**src/rtl/seq_pkg.sv**
```systemverilog
// Shared encodings for the 1011 detector and the hit-window counter that consumes its pulses.
package seq_pkg;

    localparam logic [0:0] ST_IDLE  = 1'b0;
    localparam logic [0:0] ST_COUNT = 1'b1;

    // Detector states are named by the longest matched prefix of 1011.
    localparam logic [2:0] DET_S0 = 3'd0;
    localparam logic [2:0] DET_S1 = 3'd1;
    localparam logic [2:0] DET_S2 = 3'd2;
    localparam logic [2:0] DET_S3 = 3'd3;
    localparam logic [2:0] DET_S4 = 3'd4;

endpackage

```
**src/rtl/seq_sat_counter.sv**
```systemverilog
// CW-bit saturating up-counter with sticky sat flag; exposes the post-increment value before clear.
module seq_sat_counter #(
    parameter int CW = 4
) (
    input  logic          clk,
    input  logic          rst,
    input  logic          clr,
    input  logic          inc,
    output logic [CW-1:0] cnt_nxt,
    output logic          sat_nxt
);

    logic [CW-1:0] cnt_q, cnt_d;
    logic          sat_q, sat_d;

    always_comb begin
        cnt_nxt = cnt_q;
        sat_nxt = sat_q;
        if (inc) begin
            if (cnt_q == {CW{1'b1}}) begin
                sat_nxt = 1'b1;
            end else begin
                cnt_nxt = cnt_q + 1'b1;
            end
        end
        // Clear wins so the value presented on cnt_nxt can still be captured at window end.
        cnt_d = clr ? '0 : cnt_nxt;
        sat_d = clr ? 1'b0 : sat_nxt;
    end

    always_ff @(posedge clk or posedge rst) begin
        if (rst) begin
            cnt_q <= '0;
            sat_q <= 1'b0;
        end else begin
            cnt_q <= cnt_d;
            sat_q <= sat_d;
        end
    end

endmodule

```
**src/rtl/seq_hit_window.sv**
```systemverilog
// Counts hit pulses over back-to-back WINDOW-cycle windows; result valid one cycle after the last window cycle.
// A result finding the output still valid and not accepted is dropped and sets sticky overrun.
module seq_hit_window
    import seq_pkg::*;
#(
    parameter int WINDOW = 16,
    parameter int CW     = 4
) (
    input  logic          clk,
    input  logic          rst,
    input  logic          hit,
    input  logic          enable,
    input  logic          ovr_clr,
    output logic [CW-1:0] cnt_out,
    output logic          cnt_sat,
    output logic          cnt_valid,
    input  logic          cnt_ready,
    output logic          overrun,
    output logic          win_busy
);

    localparam int WCW = $clog2(WINDOW);

    logic [0:0]     state_q, state_d;
    logic [WCW-1:0] win_cnt_q, win_cnt_d;
    logic [CW-1:0]  cnt_out_q, cnt_out_d;
    logic           cnt_sat_q, cnt_sat_d;
    logic           cnt_valid_q, cnt_valid_d;
    logic           overrun_q, overrun_d;
    logic           win_busy_q, win_busy_d;

    logic           running;
    logic           eow;
    logic           load;
    logic           drop;
    logic           acc_clr;
    logic [CW-1:0]  acc_nxt;
    logic           sat_nxt;

    assign running = (state_q == ST_COUNT) && enable;
    assign eow     = running && (win_cnt_q == WCW'(WINDOW - 1));
    assign load    = eow && (!cnt_valid_q || cnt_ready);
    assign drop    = eow && cnt_valid_q && !cnt_ready;
    assign acc_clr = !running || eow;

    seq_sat_counter #(.CW(CW)) u_acc (
        .clk     (clk),
        .rst     (rst),
        .clr     (acc_clr),
        .inc     ((state_q == ST_COUNT) && hit),
        .cnt_nxt (acc_nxt),
        .sat_nxt (sat_nxt)
    );

    always_comb begin
        state_d     = enable ? ST_COUNT : ST_IDLE;
        win_cnt_d   = (running && !eow) ? win_cnt_q + 1'b1 : '0;
        win_busy_d  = (state_d == ST_COUNT);
        cnt_out_d   = cnt_out_q;
        cnt_sat_d   = cnt_sat_q;
        cnt_valid_d = cnt_valid_q;
        if (load) begin
            cnt_out_d   = acc_nxt;
            cnt_sat_d   = sat_nxt;
            cnt_valid_d = 1'b1;
        end else if (cnt_valid_q && cnt_ready) begin
            cnt_valid_d = 1'b0;
        end
        overrun_d = drop ? 1'b1 : (ovr_clr ? 1'b0 : overrun_q);
    end

    always_ff @(posedge clk or posedge rst) begin
        if (rst) begin
            state_q     <= ST_IDLE;
            win_cnt_q   <= '0;
            cnt_out_q   <= '0;
            cnt_sat_q   <= 1'b0;
            cnt_valid_q <= 1'b0;
            overrun_q   <= 1'b0;
            win_busy_q  <= 1'b0;
        end else begin
            state_q     <= state_d;
            win_cnt_q   <= win_cnt_d;
            cnt_out_q   <= cnt_out_d;
            cnt_sat_q   <= cnt_sat_d;
            cnt_valid_q <= cnt_valid_d;
            overrun_q   <= overrun_d;
            win_busy_q  <= win_busy_d;
        end
    end

    assign cnt_out   = cnt_out_q;
    assign cnt_sat   = cnt_sat_q;
    assign cnt_valid = cnt_valid_q;
    assign overrun   = overrun_q;
    assign win_busy  = win_busy_q;

endmodule

```
**config.mk**
```make
export PLATFORM = sky130hd
export DESIGN_NAME = seq_hit_window
export DESIGN_NICKNAME = d
export VERILOG_FILES = /design/src/rtl/seq_pkg.sv /design/src/rtl/seq_sat_counter.sv /design/src/rtl/seq_hit_window.sv
export SDC_FILE = /design/constraint.sdc
export NUM_CORES = 1
export LEC_CHECK = 0
export CAP_MARGIN = 20
export CORE_MARGIN = 1
export CORE_UTILIZATION = 41
export CTS_BUF_LIST = sky130_fd_sc_hd__clkbuf_8
export DETAILED_ROUTE_END_ITERATION = 16
export GPL_TIMING_DRIVEN = 1
export HOLD_SLACK_MARGIN = 0.12
export PLACE_DENSITY = 0.74
export SETUP_SLACK_MARGIN = 0.1
export SLEW_MARGIN = 40
export SYNTH_ARGS = -nofsm -noshare
export SYNTH_HDL_FRONTEND = slang
export SYNTH_SLANG_ARGS = --single-unit
```
**constraint.sdc**
```tcl
create_clock -name clk -period 3.8 [get_ports clk]
set_clock_uncertainty 0.2 [all_clocks]
set_input_delay 0.76 -clock clk [delete_from_list [all_inputs] [get_ports clk]]
set_output_delay 0.76 -clock clk [all_outputs]
set_load 0.02 [all_outputs]
```
Word-level counts from Yosys, hierarchy flattened

Cells that the tools add are included.
W data, S select, Z words.

Register bits: 17
Input bits: 6
Output and inout port bits: 8
Word-level logic and storage cells: 40

Add/sub/neg operators: 2
Eq/ne operators: 2
Mux-type cells: 12
Reduce and logical (&&, ||, !) cells: 16

Operator list:

| operator              | number |
|---|---|
| $mux W4               | 4 |
| $add A4 B1 Y4 const B | 2 |
| $eq A4 B4 Y1 const B  | 2 |
| $logic_and A1 B1 Y1   | 8 |
| $mux W1               | 8 |
| $logic_not A1 Y1      | 4 |
| $reduce_bool A2 Y1    | 2 |
| $logic_or A1 B1 Y1    | 2 |

Depth between registers and ports, before layout

Gate-level depths: netlist of the first run.

Word-level depth: 5
Depth in mapped cells: 4

By module

A second synthesis of the first run with hierarchy kept.

Cells, all modules: 64
Area total of the unflattened synthesis: 764.5 sq um

By module, submodules not included:

| module          | times used | cells each | area each (sq um) | seq. area each (sq um) |
|---|---|---|---|---|
| seq_hit_window  | 1          | 37         | 484.2             | 300.3 |
| seq_sat_counter | 1          | 27         | 280.3             | 125.1 |

Worst setup path after synthesis of the first run

Ideal clock, no wire load.

Kind: input-to-reg
Start: input enable
End: register cnt_out_q[3] (netlist: cnt_out[3])
Setup time: 0.104 ns
Data arrival time: 1.313 ns
Required time: 3.496 ns
Slack: 2.184 ns
Stages on the path: 4
Path buffers: 1
Path through: and2_1 > buf_6 > nand2_4 > o41ai_2

Longest elaborated chain between the ends: 3

RTL lines:

| element                | RTL line             | RTL |
|---|---|---|
| start: declaration     | seq_hit_window.sv:12 | `input logic enable,` |
| $logic_and A1 B1 Y1    | seq_hit_window.sv:40 | `assign running = (state_q == ST_COUNT) && enable;` |
| $logic_and A1 B1 Y1    | seq_hit_window.sv:41 | `assign eow = running && (win_cnt_q == WCW'(WINDOW - 1));` |
| $logic_and A1 B1 Y1    | seq_hit_window.sv:42 | `assign load = eow && (!cnt_valid_q \|\| cnt_ready);` |
| end signal: assignment | seq_hit_window.sv:84 | `cnt_out_q <= cnt_out_d;` |
| end: declaration       | seq_hit_window.sv:26 | `logic [CW-1:0] cnt_out_q, cnt_out_d;` |

No other way between the ends.
A chain may end at the register's enable or synchronous reset.

Final worst setup path of the first run

Start: register win_busy_q (netlist: win_busy)
End: output win_busy

RTL lines:

| element                  | RTL line             | RTL |
|---|---|---|
| start: declaration       | seq_hit_window.sv:30 | `logic win_busy_q, win_busy_d;` |
| start signal: assignment | seq_hit_window.sv:88 | `win_busy_q <= win_busy_d;` |
| end: declaration         | seq_hit_window.sv:19 | `output logic win_busy` |

No word-level cell between the ends.

==> results of run 1 <==
worst max path at each step:
stage / slack (ns) / depth (start not counted) / end / from
2_1_floorplan: 2.18 / 4 / cnt_out[3] / enable
3_3_place_gp: 1.57 / 4 / cnt_out[3] / enable
3_5_place_dp: 1.49 / 4 / u_acc.cnt_q[3] / hit
4_1_cts: 1.50 / 1 / win_busy / win_busy
5_1_grt: 1.45 / 1 / win_busy / win_busy
6_report: 1.50 / 1 / win_busy / win_busy
registers in the layout, indices dropped and copies added, names as in the netlist:
signal and flops:
cnt_out 4, overrun 1, win_busy 1, win_cnt_q 4, u_acc.sat_q 1, u_acc.cnt_q 4, cnt_valid 1, cnt_sat 1
cell usage after synthesis:
master    number
dfrtp_1       17
a31oi_1        7
nor2_1         5
nand2_1        4
a21oi_1        3
and3_2         3
inv_1          3
nand3_1        3
ha_1           2
mux2i_1        2
nand2_2        2
o21ai_0        2
and2_1         1
and3_4         1
buf_6          1
nand2_4        1
nand2b_1       1
nor2b_1        1
nor3_1         1
nor3_2         1
nor4_1         1
o22ai_1        1
o31ai_1        1
o41ai_2        1
or2b_1         1
or3_1          1
or3b_1         1
xnor2_1        1
xor2_1         1
layout make-up:
class	count	area [um2]
tap	25	31.3
fill	162	772
inverter	3	11.3
clock buffer	3	41.3
sequential	17	425
clock inverter	1	3.75
multi-input combinational	49	330
timing repair buffer	13	130
metrics by stage:
stage,total power (W),cell area [um2],util,hold slack [ns]
2_1_floorplan,0.000199,778,-,0.233
3_3_place_gp,0.000207,928,0.532,0.254
3_5_place_dp,0.000207,928,0.532,0.270
4_1_cts,0.000337,973,0.558,0.283
5_1_grt,0.000348,973,0.558,0.310
6_report,0.000333,973,0.558,0.279
power breakdown:
group	switching (W)	internal, W	leakage (nW)
clock network	0.0000575	0.0000716	0.0269
registers	0.00000234	0.000183	0.229
logic	0.0000106	0.00000808	0.191
placed cells by master, fill, tap and decap left out, types with 3 or more instances in the layout:
cell and n:
inv_1 4, clkdlybuf4s50_1 13, a21oi_1 3, nand3_1 3
clkbuf_8 3, nand2_1 4, nor2_1 5, dfrtp_1 17
and3_2 3, a31oi_1 7
cell families after synthesis:
family          count (synthesis)  share of synthesized area
simple gates                   28                      0.217
flops                          17                      0.547
compound gates                 15                      0.127
buf+inv                         4                     0.0289
xor+xnor                        2                     0.0225
mux                             2                     0.0257
fa+ha+maj                       2                     0.0321
metal layers:
layer / vias to the layer above / GRT usage / part of all wire
li1: 284 / - / -
met1: 269 / 0.227 / 0.48
met2: 17 / 0.266 / 0.47
met3: 6 / 0.0238 / 0.034
met4: 0 / 0.0727 / 0.015
met5: - / 0 / 0
==> summary.md, run 1 <==
| Metric | Value |
|---|---|
| Status | `finished clean` |
| Final setup viols | `0` |
| CP max stage delay | `between 0.6 and 0.7 ns` |
| Leakage power | `0.447 nW` |
| Final Worst Setup Slack | `1.50 ns` |
| Clk sinks | `17` |
| TritonCTS buffer count | `3` |
| Latest clock arrival within the worst-skew pair | `~0.25 ns` |
| Mapped Nets | `78` |
| Critical-path cell list | `clkdlybuf4s50_1` |
| CTS tree | `yes` |
| CP required | `2.84 ns` |
| Fin crit share | `0.606` |
| Vias | `576` |
| CP max stage cell | `clkdlybuf4s50_1` |
| Placeable core area | `0.00175 mm2` |
| Post-synth cell types | `29` |
| Max Cap Viol | `0` |
| Critical path class | `flop to primary output` |
| Final nets | `95` |
| Crit path DAT | `between 1 and 1.5 ns` |
| Crit path time final | `2.30 ns` |
| Pre-CTS setup slack | `around 1.5 ns` |
| Longest Clk Path Bufs | `2` |
| Clock root buffer | `clkbuf_8` |
| R2R cell count | `4` |
| Clk slew on worst S/H paths | `about 0.06 ns` |
| Startpoint Class | `flop` |
| Vias per cell | `5.19` |
| Avg Cell Area, Syn | `approximately 11 um2` |
| Synthesized cell area | `about 780 um2` |
| Largest net degree at the start of global routing | `18` |
| Placer Congestion | `about 0.75` |
| Least-Margin Pin Slew | `0.629 ns` |
| Die area | `around 0.0021 mm2` |
| ANT cells | `0` |
| Global route overflow | `0` |
| Critical path peak fanout | `7` |
| DR pass1 iterations | `5` |
| Setup repair bufs after CTS | `0` |
| Synth top area share | `0.547` |
| Critical Path End Type | `primary output` |
| Placed insts | `107` |
| Share of cells above drive strength 1 | `0.140` |
| Power Density | `342 mW/mm2` |
| Reg2reg setup slack | `2.14 ns` |
| Reg2reg end | `u_acc.cnt_q[1]` |
| HP Start | `win_cnt_q[0]` |
| Post-DP HPWL | `1120 um` |
| Delay-heaviest family, CP | `buffers and inverters` |
| Max IR drop VDD | `around 0.15 mV` |
| Cell count after synthesis | `70` |
| Slew headroom | `0.580` |
| Non-Filler Instances | `111` |
| Final wirelength | `about 1500 um` |
| CP bufs+invs | `1` |
| Hold Buf Count CTS | `0` |
| DRT iter0 DRCs | `13` |
| Hold Crit Endpoint | `win_cnt_q[0]` |
| Die Wd | `45.6 um` |
| WHS Path Cells | `1` |
| DR DRC count | `0` |
| Register area share after synthesis | `0.547` |
| Origin of the critical flop-to-flop path | `u_acc.cnt_q[0]` |
| Post-synth top area cell | `dfrtp_1` |
| CTS H-tree depth | `1` |
| First-pass GRT wire length | `2400 um` |
| Final Hold Vio Count | `0` |
| Hold Crit Class | `flop to flop` |
| Max Fclk | `roughly 430 MHz` |
| Vias in the first global route | `524` |
| #FFs+latches synth | `17` |
| Initial antenna violation count | `0` |
| Port buffer count | `13` |
| Max Slew Vio Count | `0` |
| Site Rows | `15` |
| Average wire per standard cell | `13.4 um` |
| Synth Warn # | `0` |
| Initial Utilization | `0.446` |
| Total GRT Usage | `0.168` |
| Area delta synth->final | `25.1%` |
| Top area cells in the synthesized netlist | `dfrtp_1, a31oi_1, ha_1, and3_2, mux2i_1` |
| Final setup TNS | `0 ns` |
| RSZ-0062 raised after global routing | `no` |
| Die height | `45.6 um` |
| Post-CTS Resized | `0` |
| # IOs | `14` |
| Antenna-violating nets left | `0` |
(Power assumes the default switching activity.)
==> inputs of run 2 (changes only) <==
- PLACE_DENSITY: 0.74 -> 0.76
- clock period: 3.8 -> 1.9 ns (I/O delays scaled with it)
==> run 2 against run 1 <==
  * Setup slack worse by 1.2 ns
  * Combinational power is 130% higher
  * Critical path depth is 3 higher
  * Total power is 100% higher
  * Flip-flop and latch count stayed put
  * Die area stayed put
==> summary.md, run 2 (synthesis results as in run 1) <==
| Metric | Value |
|---|---|
| Die Wd | `45.6 um (unchanged)` |
| Antenna-violating nets left | `0 (unchanged)` |
| Crit path DAT | `1.63 ns (was 1.34 ns)` |
| Final Power | `0.000682 W (was 0.000333 W)` |
| Vias | `593 (was 576)` |
| Setup repair bufs after CTS | `0 (unchanged)` |
| Max Slew Vio Count | `0 (unchanged)` |
| Least-Margin Pin Slew | `0.465 ns (was 0.629 ns)` |
| Final setup TNS | `0 ns (unchanged)` |
| Max Cap Viol | `0 (unchanged)` |
| CP bufs+invs | `0 (was 1)` |
| Hold Buf Count CTS | `0 (unchanged)` |
| Critical Path End Type | `flop (was primary output)` |
| Origin of the critical flop-to-flop path | `u_acc.cnt_q[0] (unchanged)` |
| Commonest cells after routing, fill and taps aside | `dfrtp_1, a31oi_1, nor2_1, clkdlybuf4s50_1, dlymetal6s2s_1 (was dfrtp_1, clkdlybuf4s50_1, a31oi_1, nor2_1)` |
| Total GRT Usage | `0.179 (was 0.168)` |
| Longest Clk Path Bufs | `2 (unchanged)` |
| Die height | `45.6 um (unchanged)` |
| Placer Congestion | `0.738 (was 0.751)` |
| Crit path time final | `1.65 ns` |
| First-pass GRT wire length | `2520 um (was 2400 um)` |
| DR pass1 iterations | `4 (was 5)` |
| Placeable core area | `0.00175 mm2 (unchanged)` |
| Die area | `0.00208 mm2 (unchanged)` |
| CTS H-tree depth | `1 (unchanged)` |
| Max Fclk | `608 MHz` |
| R2R cell count | `4 (unchanged)` |
| Non-Filler Instances | `114 (was 111)` |
| Final nets | `98 (was 95)` |
| Status | `finished clean (unchanged)` |
| # IOs | `14 (unchanged)` |
| CP max stage delay | `0.42 ns (was 0.64 ns)` |
| Clk slew on worst S/H paths | `0.07 ns (was 0.06 ns)` |
| Reg2reg end | `u_acc.cnt_q[1] (unchanged)` |
| Clock root buffer | `clkbuf_8 (unchanged)` |
| Critical path class | `flop to flop (was flop to primary output)` |
| Delay-heaviest family, CP | `simple AND/OR/NAND/NOR gates (was buffers and inverters)` |
| Final wirelength | `1510 um (was 1490 um)` |
| Area delta synth->final | `29.3% (was 25.1%)` |
| Slew headroom | `0.687 (was 0.580)` |
| Site Rows | `15 (unchanged)` |
| Initial Utilization | `0.446 (unchanged)` |
| Final setup viols | `0 (unchanged)` |
| Commonest non-fill, non-tap cell in the layout | `dfrtp_1 (unchanged)` |
| Fillers | `165 (was 162)` |
| DRT iter0 DRCs | `5 (was 13)` |
| Final Hold Vio Count | `0 (unchanged)` |
| Critical-path cell list | `ha_1 -> and3_4 -> or3b_1 -> a21oi_1 (was clkdlybuf4s50_1)` |
| Share of cells above drive strength 1 | `0.180 (was 0.140)` |
| Reg2reg setup slack | `0.25 ns (was 2.14 ns)` |
| Post-DP HPWL | `1080 um (was 1120 um)` |
| Latest clock arrival within the worst-skew pair | `0.26 ns (was 0.25 ns)` |
| Largest net degree at the start of global routing | `18 (unchanged)` |
| DR DRC count | `0 (unchanged)` |
| Max IR drop VDD | `0.396 mV (was 0.153 mV)` |
| Hold Crit Class | `input port to asynchronous set/reset pin (was flop to flop)` |
| Post-CTS Resized | `3 (was 0)` |
| Leakage power | `0.546 nW (was 0.447 nW)` |
| Clk sinks | `17 (unchanged)` |
| TritonCTS buffer count | `3 (unchanged)` |
| Average wire per standard cell | `13.2 um (was 13.4 um)` |
| CP required | `1.88 ns (was 2.84 ns)` |
| Port buffer count | `13 (unchanged)` |
| Area of the multi-input gates | `330 um2 (unchanged)` |
| Fin crit share | `0.866` |
| Critical path peak fanout | `5 (was 7)` |
| Startpoint Class | `flop (unchanged)` |
| Global route overflow | `0 (unchanged)` |
| Power Density | `678 mW/mm2 (was 342 mW/mm2)` |
| Vias in the first global route | `578 (was 524)` |
| Initial antenna violation count | `0 (unchanged)` |
| RSZ-0062 raised after global routing | `no (unchanged)` |
| Placed insts | `110 (was 107)` |
| Vias per cell | `5.20 (was 5.19)` |
| CTS tree | `yes (unchanged)` |
| Register area | `425 um2 (unchanged)` |
| CP max stage cell | `dfrtp_1 (was clkdlybuf4s50_1)` |
| ANT cells | `0 (unchanged)` |
## run 2: power breakdown
group	internal (W)	switching [W]
Clock	0.000146	0.000125
Sequential	0.000366	0.00000301
Combinational	0.0000193	0.0000228
Total	0.000531	0.000151
## run 2: routing by layer
layer | track usage | wire length (um) | share of wire
met5 | 0 | 0 | 0
met4 | 0.109 | 48 | 0.032
met3 | 0.0357 | 54 | 0.036
met2 | 0.294 | 716 | 0.47
met1 | 0.215 | 691 | 0.46
## run 2: final cells by class
class                   instances  share of cell area
flip-flops and latches         17               0.423
multi-input cells              49               0.328
repair buffers                 16               0.160
clock buffers                   3              0.0410
well taps                      25              0.0311
inverters                       3              0.0112
clock inverters                 1             0.00498
## run 2: how the worst max path moves through the flow
| stage | start | endpoint | cells past startpoint |
|---|---|---|---|
| 6_report | u_acc.cnt_q[0] | u_acc.cnt_q[1] | 4 |
| 2_1_floorplan | u_acc.cnt_q[0] | cnt_out[1] | 4 |
| 5_1_grt | u_acc.cnt_q[0] | u_acc.cnt_q[1] | 4 |
| 3_5_place_dp | hit | cnt_out[3] | 4 |
| 4_1_cts | cnt_out[0] | cnt_out[0] | 1 |
| 3_3_place_gp | hit | cnt_out[3] | 4 |
## run 2: stage by stage
stage               hold slack, ns  worst slack, ns  area, um2   util
finish                       0.223            0.255       1010  0.576
global route                 0.280            0.158       1010  0.576
CTS                          0.231            0.100        993  0.569
detailed placement           0.257           0.0174        951  0.545
global placement             0.250           0.0714        951  0.545
floorplan                    0.106            0.358        778      -
## run 2: worst reg2reg max path, stage by stage, from the launching register on
cell and delay, ns:
dfrtp_1 0.42, ha_1 0.25, and3_4 0.17, or3b_1 0.39, a21oi_1 0.14
==> inputs of run 3 (changes only) <==
- CTS_CLUSTER_DIAMETER: not set -> 200
- GPL_ROUTABILITY_DRIVEN: not set -> 0
==> results of run 3 <==
No change in the layout: final DEF, timing and power equal those of run 2.
